--- config.mk ---
export PLATFORM = sky130hd
export DESIGN_NAME = aclk_time_counter_gen
export DESIGN_NICKNAME = d
export VERILOG_FILES = /design/src/rtl/aclk_time_counter_gen.sv
export SDC_FILE = /design/constraint.sdc
export NUM_CORES = 1
export LEC_CHECK = 0
export ABC_AREA = 1
export CORE_MARGIN = 2
export CORE_UTILIZATION = 63
export DETAILED_ROUTE_END_ITERATION = 7
export DONT_BUFFER_PORTS = 1
export PLACE_DENSITY = 0.79
export SETUP_SLACK_MARGIN = 0.4
export SKIP_CTS_REPAIR_TIMING = 1
export SLEW_MARGIN = 15
export SYNTH_ARGS = -nofsm -noshare
export SYNTH_HDL_FRONTEND = slang
export SYNTH_SLANG_ARGS = --single-unit
--- constraint.sdc ---
create_clock -name clk -period 1.9 [get_ports clk]
set_clock_uncertainty 0.15 [all_clocks]
set_input_delay 0.19 -clock clk [delete_from_list [all_inputs] [get_ports clk]]
set_output_delay 0.19 -clock clk [all_outputs]
set_load 0.1 [all_outputs]
--- src/rtl/aclk_time_counter_gen.sv ---
// BCD hh:mm time-of-day counter advanced by a prescaled tick, 24h or 12h (AM/PM) format.
// Optional build macro ACLK_LOAD_CHECK_EN: reject out-of-range loads and pulse load_err.
module aclk_time_counter_gen #(
    parameter int FORMAT_24H = 1,
    parameter int TICK_DIV   = 1,
    parameter int DIV_W      = 16
) (
    input  logic       clk,
    input  logic       reset,
    input  logic       tick,
    input  logic       hold,
    input  logic       load_new_c,
    input  logic [3:0] new_current_time_ms_hr,
    input  logic [3:0] new_current_time_ls_hr,
    input  logic [3:0] new_current_time_ms_min,
    input  logic [3:0] new_current_time_ls_min,
    input  logic       new_pm,
    output logic [3:0] current_time_ms_hr,
    output logic [3:0] current_time_ls_hr,
    output logic [3:0] current_time_ms_min,
    output logic [3:0] current_time_ls_min,
    output logic       pm,
    output logic       minute_pulse,
    output logic       day_wrap,
    output logic       load_err
);

    localparam logic [DIV_W-1:0] PRESC_LAST = DIV_W'(TICK_DIV - 1);
    localparam logic [3:0]       RST_MS_HR  = (FORMAT_24H != 0) ? 4'd0 : 4'd1;
    localparam logic [3:0]       RST_LS_HR  = (FORMAT_24H != 0) ? 4'd0 : 4'd2;

    logic [3:0]       ms_hr_q, ls_hr_q, ms_min_q, ls_min_q;
    logic [3:0]       ms_hr_d, ls_hr_d, ms_min_d, ls_min_d;
    logic             pm_q, pm_d;
    logic [DIV_W-1:0] presc_q, presc_d;
    logic             minute_pulse_q, minute_pulse_d;
    logic             day_wrap_q, day_wrap_d;

    logic [3:0]       adv_ms_hr, adv_ls_hr, adv_ms_min, adv_ls_min;
    logic             adv_pm, adv_wrap;
    logic             load_ok;

`ifdef ACLK_LOAD_CHECK_EN
    logic load_err_q;

    always_comb begin
        load_ok = (new_current_time_ls_min <= 4'd9) && (new_current_time_ms_min <= 4'd5)
                  && (new_current_time_ls_hr <= 4'd9);
        if (FORMAT_24H != 0) begin
            load_ok = load_ok && ((new_current_time_ms_hr <= 4'd1) ||
                      ((new_current_time_ms_hr == 4'd2) && (new_current_time_ls_hr <= 4'd3)));
        end else begin
            load_ok = load_ok &&
                      (((new_current_time_ms_hr == 4'd0) && (new_current_time_ls_hr >= 4'd1)) ||
                       ((new_current_time_ms_hr == 4'd1) && (new_current_time_ls_hr <= 4'd2)));
        end
    end

    always_ff @(posedge clk or posedge reset) begin
        if (reset) load_err_q <= 1'b0;
        else       load_err_q <= load_new_c && !load_ok;
    end

    assign load_err = load_err_q;
`else
    assign load_ok  = 1'b1;
    assign load_err = 1'b0;
`endif

    // One-minute advance; >= compares let out-of-range digits roll back into range.
    always_comb begin
        adv_ls_min = ls_min_q + 4'd1;
        adv_ms_min = ms_min_q;
        adv_ls_hr  = ls_hr_q;
        adv_ms_hr  = ms_hr_q;
        adv_pm     = pm_q;
        adv_wrap   = 1'b0;
        if (ls_min_q >= 4'd9) begin
            adv_ls_min = 4'd0;
            if (ms_min_q >= 4'd5) begin
                adv_ms_min = 4'd0;
                if (FORMAT_24H != 0) begin
                    if ((ms_hr_q >= 4'd2) && (ls_hr_q >= 4'd3)) begin
                        adv_ms_hr = 4'd0;
                        adv_ls_hr = 4'd0;
                        adv_wrap  = 1'b1;
                    end else if (ls_hr_q >= 4'd9) begin
                        adv_ls_hr = 4'd0;
                        adv_ms_hr = ms_hr_q + 4'd1;
                    end else begin
                        adv_ls_hr = ls_hr_q + 4'd1;
                    end
                end else begin
                    if ((ms_hr_q == 4'd1) && (ls_hr_q == 4'd1)) begin
                        adv_ls_hr = 4'd2;
                        adv_pm    = ~pm_q;
                        adv_wrap  = pm_q;
                    end else if ((ms_hr_q >= 4'd1) && (ls_hr_q >= 4'd2)) begin
                        adv_ms_hr = 4'd0;
                        adv_ls_hr = 4'd1;
                    end else if (ls_hr_q >= 4'd9) begin
                        adv_ms_hr = 4'd1;
                        adv_ls_hr = 4'd0;
                    end else begin
                        adv_ls_hr = ls_hr_q + 4'd1;
                    end
                end
            end else begin
                adv_ms_min = ms_min_q + 4'd1;
            end
        end
    end

    always_comb begin
        ms_hr_d        = ms_hr_q;
        ls_hr_d        = ls_hr_q;
        ms_min_d       = ms_min_q;
        ls_min_d       = ls_min_q;
        pm_d           = pm_q;
        presc_d        = presc_q;
        minute_pulse_d = 1'b0;
        day_wrap_d     = 1'b0;
        if (load_new_c) begin
            if (load_ok) begin
                ms_hr_d  = new_current_time_ms_hr;
                ls_hr_d  = new_current_time_ls_hr;
                ms_min_d = new_current_time_ms_min;
                ls_min_d = new_current_time_ls_min;
                pm_d     = (FORMAT_24H != 0) ? 1'b0 : new_pm;
                presc_d  = '0;
            end
        end else if (tick && !hold) begin
            if (presc_q == PRESC_LAST) begin
                presc_d        = '0;
                ms_hr_d        = adv_ms_hr;
                ls_hr_d        = adv_ls_hr;
                ms_min_d       = adv_ms_min;
                ls_min_d       = adv_ls_min;
                pm_d           = adv_pm;
                minute_pulse_d = 1'b1;
                day_wrap_d     = adv_wrap;
            end else begin
                presc_d = presc_q + 1'b1;
            end
        end
    end

    always_ff @(posedge clk or posedge reset) begin
        if (reset) begin
            ms_hr_q        <= RST_MS_HR;
            ls_hr_q        <= RST_LS_HR;
            ms_min_q       <= 4'd0;
            ls_min_q       <= 4'd0;
            pm_q           <= 1'b0;
            presc_q        <= '0;
            minute_pulse_q <= 1'b0;
            day_wrap_q     <= 1'b0;
        end else begin
            ms_hr_q        <= ms_hr_d;
            ls_hr_q        <= ls_hr_d;
            ms_min_q       <= ms_min_d;
            ls_min_q       <= ls_min_d;
            pm_q           <= pm_d;
            presc_q        <= presc_d;
            minute_pulse_q <= minute_pulse_d;
            day_wrap_q     <= day_wrap_d;
        end
    end

    assign current_time_ms_hr  = ms_hr_q;
    assign current_time_ls_hr  = ls_hr_q;
    assign current_time_ms_min = ms_min_q;
    assign current_time_ls_min = ls_min_q;
    assign pm                  = pm_q;
    assign minute_pulse        = minute_pulse_q;
    assign day_wrap            = day_wrap_q;

endmodule

# Word-level counts from Yosys, hierarchy flattened
# Index checks and enable logic that the tools add are counted.
# word_totals
word_cells	65
reg_bits	34
inputBits	22
# classes
magnitude_cmp	5
mux	35
n_addsub	5
n_reduce_logical	13
# ops
operator	n
$mux W4	23
$mux W16	3
$add A16 B1 Y16 const B	1
$add A4 B1 Y4 const B	4
$logic_not A16 Y1	1
$mux W1	9
$ge A4 B2 Y1 const B	2
$ge A4 B4 Y1 const B	2
$reduce_bool A2 Y1	4
$reduce_and A5 Y1	1
$ge A4 B3 Y1 const B	1
$reduce_and A4 Y1	1
$reduce_and A3 Y1	1
$reduce_bool A3 Y1	1
$logic_and A1 B1 Y1	2
$reduce_and A2 Y1	1
$logic_not A1 Y1	1

# Logic depth before layout (Yosys ltp)
# logic_depth
word_depth	8
ltp_mapped	11
mapped_depth_nobuf	11

# Least setup slack after synthesis
# OpenSTA, ideal clock, no wires.
# synth_path
path_type	reg-to-reg
start	reg ls_min_q[1] (netlist: current_time_ls_min[1])
end	reg ls_min_q[0] (netlist: current_time_ls_min[0])
path_stages_with_launch	11
path_buffers	1
slack_ns	-0.388
t_required_ns	1.673
t_arrival_ns	2.060
setup_time_ns	0.077
synth_period_minus_slack_ns	2.288
cell_sequence	dfrtp_1 > inv_1 > ha_1 > nor2_1 > nand2_1 > nand2_1 > nand2_1 > buf_2 > o21ai_0 > nand2_1 > o21ai_1
# synth_between
elab_chain_len	5
# synth_lines
element	line	source
from (decl)	32	logic [3:0] ms_hr_q, ls_hr_q, ms_min_q, ls_min_q;
from (signal assigned)	162	ls_min_q <= ls_min_d;
$ge A4 B4 Y1	78	if (ls_min_q >= 4'd9) begin
$mux W4	78	
$mux W4	133	if (presc_q == PRESC_LAST) begin
$mux W4	132	end else if (tick && !hold) begin
$mux W4	123	if (load_new_c) begin
# No other way between the ends. The select of a mux whose other input is x is not followed.
# A chain may end at the register's enable or synchronous reset.

# Final worst setup path
# layout_path
start	reg ms_min_q[0] (netlist: current_time_ms_min[0])
end	reg ms_min_q[0] (netlist: current_time_ms_min[0])
# layout_between
elab_chain_len	6
elab_cells_between_ends	7
cone_classes	1 x add/sub; 1 x order compare; 5 x mux
# layout_lines
element	line	source
from (decl)	32	
from (signal assigned)	161	ms_min_q <= ms_min_d;
$add A4 B1 Y4 / $ge A4 B3 Y1 (equally long branches)	109, 80	
$mux W4 *	80	if (ms_min_q >= 4'd5) begin
$mux W4 *	78	
$mux W4 *	133	
$mux W4 *	132	
$mux W4 *	123	
# Every way passes the cells marked *; elsewhere a longest branch is shown, timed or not. The select of a mux whose other input is x is not followed.

==> results.md <==
- Deepest clock path buffer count: 2
- Dominant register cell in the synthesized netlist: sky130_fd_sc_hd__dfrtp_1
- Total power density per cell area: 1230 mW/mm^2
- Clock transition at the registers of the reported paths: approximately 0.11 ns
- Core Util, Final: a little over nine tenths
- Area enclosed by the die boundary: about 0.0040 sq mm
- Vias after detailed routing: 2461
- Startpoint type of the worst setup path: register
- DPL Wire Length: about 3.2 mm
- Initial antenna violation count: 0
- Setup TNS: 0 ns
- Worst IR drop on VDD: 0.819 mV
- Wire length of the first global-routing pass: between 7 and 8 mm
- Fraction of final layout cells sized beyond drive strength 1: between 30% and 40%
- Top-level port count: 42
- Synthesis-stage register bit count: 34
- Worst Hold Margin: -0.116 ns
- Warnings from Yosys: 0
- Max_slew headroom: just under 60%
- Outcome: complete, but fails checks
- Max FO, Critical Path: 4
- CTS H-tree lvls: 2
- WS Path Type: reg -> reg
- Family with the most delay on the worst path: flip-flops
- Total iterations of the first detailed-routing run: 6
- Violated checks: negative hold slack
- Chip Height: ~63 um
- Type of the tightest min-delay check: in -> reg
- Diodes inserted: 0
- Via-to-Cell Ratio: between 6 and 7
- Number of standard-cell rows in the floorplan: 21
- Starting density of the core: between 60% and 70%
- Count of distinct cell types in the synthesized netlist: 32
- Dpl ws: between 0.1 and 0.15 ns
- RSZ-0062 raised after global routing: true
- Max-slew violation total from the final report: 0
- Part of the total power dissipated in sequential elements: ~28%
- Comb pwr share: 60.6%
- Input/output buffers: 0
- Summed instance area of the synthesized netlist: between 0.002 and 0.0025 sq mm
- Master cell of the clock root buffer: sky130_fd_sc_hd__clkbuf_4
- Number of instances in the synthesized netlist: between 200 and 300
- Max Cap Violations: 0
- Routed WL per cell: between 20 and 25 um
- Net switching power of the design: 2130 uW
- Proportion of register bits with asynchronous set or reset after synthesis: 100%
- EDFF count, synth: 0
- Most common cell after layout, fill and taps aside: sky130_fd_sc_hd__nand2_1
- Clock tree from TritonCTS: done
- Die span in x: 63.3 um
- Vias in the first global route: around 1800
- Largest net degree at the start of global routing: 35
- Endpoints failing setup: 0
- Proportion of power drawn by the clock network: about an eighth
- Post-DRT Antenna Nets: 0
- Detailed-route wire length: ~8.4 mm
- Leakage power: 0.00143 uW
- Final period demand of the worst path: roughly 1.8 ns
- Leading cell types in the layout, fill and taps excluded: sky130_fd_sc_hd__nand2_1, sky130_fd_sc_hd__nor2_1, sky130_fd_sc_hd__buf_4
- Residual overflow from global routing: 0
- Crit path setup slack, layout: 0.0599 ns
- Final RePlAce weighted congestion: a little over 0.8
- Later-pin clock latency in the skew report: roughly 0.37 ns
- Final hold vios: 1
- Internal: 1760 uW
- Arrival time of the worst setup path: around 2.0 ns
- Mean Syn Cell Area: approximately 7.7 sq um
- Clock sinks: 34
- Switching power as a share of total power: between 50% and 60%
- Final worst path period share: a little over nine tenths
- Worst Path Buf+Inv: 2
- Cell-by-cell listing of the critical path: inv_4, ha_4, inv_2, o21ai_4, nand3_4, o21ai_0, nand3_1, nand2_1
- Post-synthesis sequential area ratio: 38.4%
- Area of the core: 0.00336 sq mm
- Maximum frequency from static timing analysis: about 540 MHz
- Detailed Route Iter0 Violations: 246
- Number of buffers created by CTS: 5
- Worst path slowest cell: sky130_fd_sc_hd__dfrtp_4
- Area growth, synth to finish: 43.0%
- Final net count: 382
- Actual slew at the worst max-slew pin: around 0.62 ns
- Crit path required time: 2.06 ns
- Delay contributed by the slowest stage of the critical path: 0.52 ns
- Critical path capture point type: register
- Residual DRC: 0
- Gr usage total: between 20 and 25%
[power groups by stage]
| stage | clock, uW | combinational [uW] | sequential (uW) |
|---|---|---|---|
| after global routing | 479 | 2480 | 1090 |
| final | 463 | 2360 | 1070 |
| after CTS | 437 | 1780 | 1030 |
| after detailed placement | 0 | 1780 | 1040 |
| after floorplan | 0 | 584 | 1900 |
| after global placement | 0 | 1750 | 1030 |
[metrics by stage]
stage               hold slack (ns)  total power (uW)  cells  area (sq um)
floorplan                     0.157              2480    290          2310
global placement             0.0544              2780    351          2470
detailed placement           0.0551              2820    351          2470
CTS                          -0.330              3250    359          2530
global route                -0.0716              4040    394          3170
finish                       -0.116              3900    394          3170
[Yosys cell counts (2+ instances only)]
library cell              number  share of area, %
sky130_fd_sc_hd__nor2_4        2               1.0
sky130_fd_sc_hd__o21ai_1       9               2.0
sky130_fd_sc_hd__o21a_1        4               1.4
sky130_fd_sc_hd__xor2_1        9               3.6
sky130_fd_sc_hd__nand3_2       3               1.4
sky130_fd_sc_hd__buf_4         5               1.7
sky130_fd_sc_hd__nor2_1       36               6.1
sky130_fd_sc_hd__nand4_1       6               1.7
sky130_fd_sc_hd__xnor2_1       3               1.2
sky130_fd_sc_hd__nor3_2        2              0.90
sky130_fd_sc_hd__dfrtp_1      34                38
sky130_fd_sc_hd__inv_1        29               4.9
sky130_fd_sc_hd__nand2_1      80                14
sky130_fd_sc_hd__o21ai_0       8               1.8
sky130_fd_sc_hd__nor3b_2       2               1.1
sky130_fd_sc_hd__nand3_1      18               4.1
sky130_fd_sc_hd__ha_1         13               7.3
sky130_fd_sc_hd__a22oi_1       2              0.68
sky130_fd_sc_hd__nor2_2        2              0.56
sky130_fd_sc_hd__buf_6         2               1.0
sky130_fd_sc_hd__a21oi_1       5               1.1
sky130_fd_sc_hd__nand2_2       5               1.4
[cells by family after synthesis]
| family | count (synthesis) | synth area share (%) |
|---|---|---|
| xor gates and xnor gates | 12 | 4.74 |
| buffers and inverters | 39 | 8.18 |
| other | 1 | 0.169 |
| DFF | 34 | 38.4 |
| and+or+nand+nor | 161 | 33.9 |
| adders and majority gates | 13 | 7.34 |
| AOI/OAI and AO/OA | 29 | 7.34 |
[worst register-to-register path, stage by stage, from the launching register on]
cell and delay (ns):
sky130_fd_sc_hd__dfrtp_4 0.52, sky130_fd_sc_hd__inv_4 0.08, sky130_fd_sc_hd__ha_4 0.13, sky130_fd_sc_hd__inv_2 0.04, sky130_fd_sc_hd__o21ai_4 0.18, sky130_fd_sc_hd__nand3_4 0.15, sky130_fd_sc_hd__o21ai_0 0.31, sky130_fd_sc_hd__nand3_1 0.13
sky130_fd_sc_hd__nand2_1 0.09
[sequential cells by signal, summed over array words and instances (netlist names)]
| register | flops |
|---|---|
| current_time_ls_hr | 4 |
| current_time_ls_min | 4 |
| current_time_ms_hr | 4 |
| current_time_ms_min | 4 |
| day_wrap | 1 |
| minute_pulse | 1 |
| presc_q | 16 |
[final timing paths]
check                                           startpoint                endpoint  slack [ns]  depth (start not counted)
worst max-delay path                current_time_ms_min[0]  current_time_ms_min[0]        0.06                          8
worst min-delay path            new_current_time_ms_min[2]  current_time_ms_min[2]       -0.12                          2
worst max register to register      current_time_ms_min[0]  current_time_ms_min[0]        0.06                          8
worst min register to register       current_time_ms_hr[2]   current_time_ms_hr[2]        0.41                          2
max in group asynchronous                            reset  current_time_ls_min[2]        1.04                          3
min in group asynchronous                            reset             presc_q[15]        0.20                          3
[per-layer routing]
metal	part of all wire, %	global-route usage [%]
met1	35	33.8
met2	49	37.9
met3	9.4	5.18
met4	6.8	8.97
met5	0	0
[cell type report]
cell class / instances / area (sq um)
Clock buffer: 7 / 55.1
Fill cell: 102 / 193
Inverter: 30 / 130
Tap cell: 46 / 57.6
Timing Repair Buffer: 56 / 515
Sequential cell: 34 / 891
Clock inverter: 1 / 5.00
Multi-Input combinational cell: 220 / 1520
Note: power is estimated with default switching activity, not from simulation.
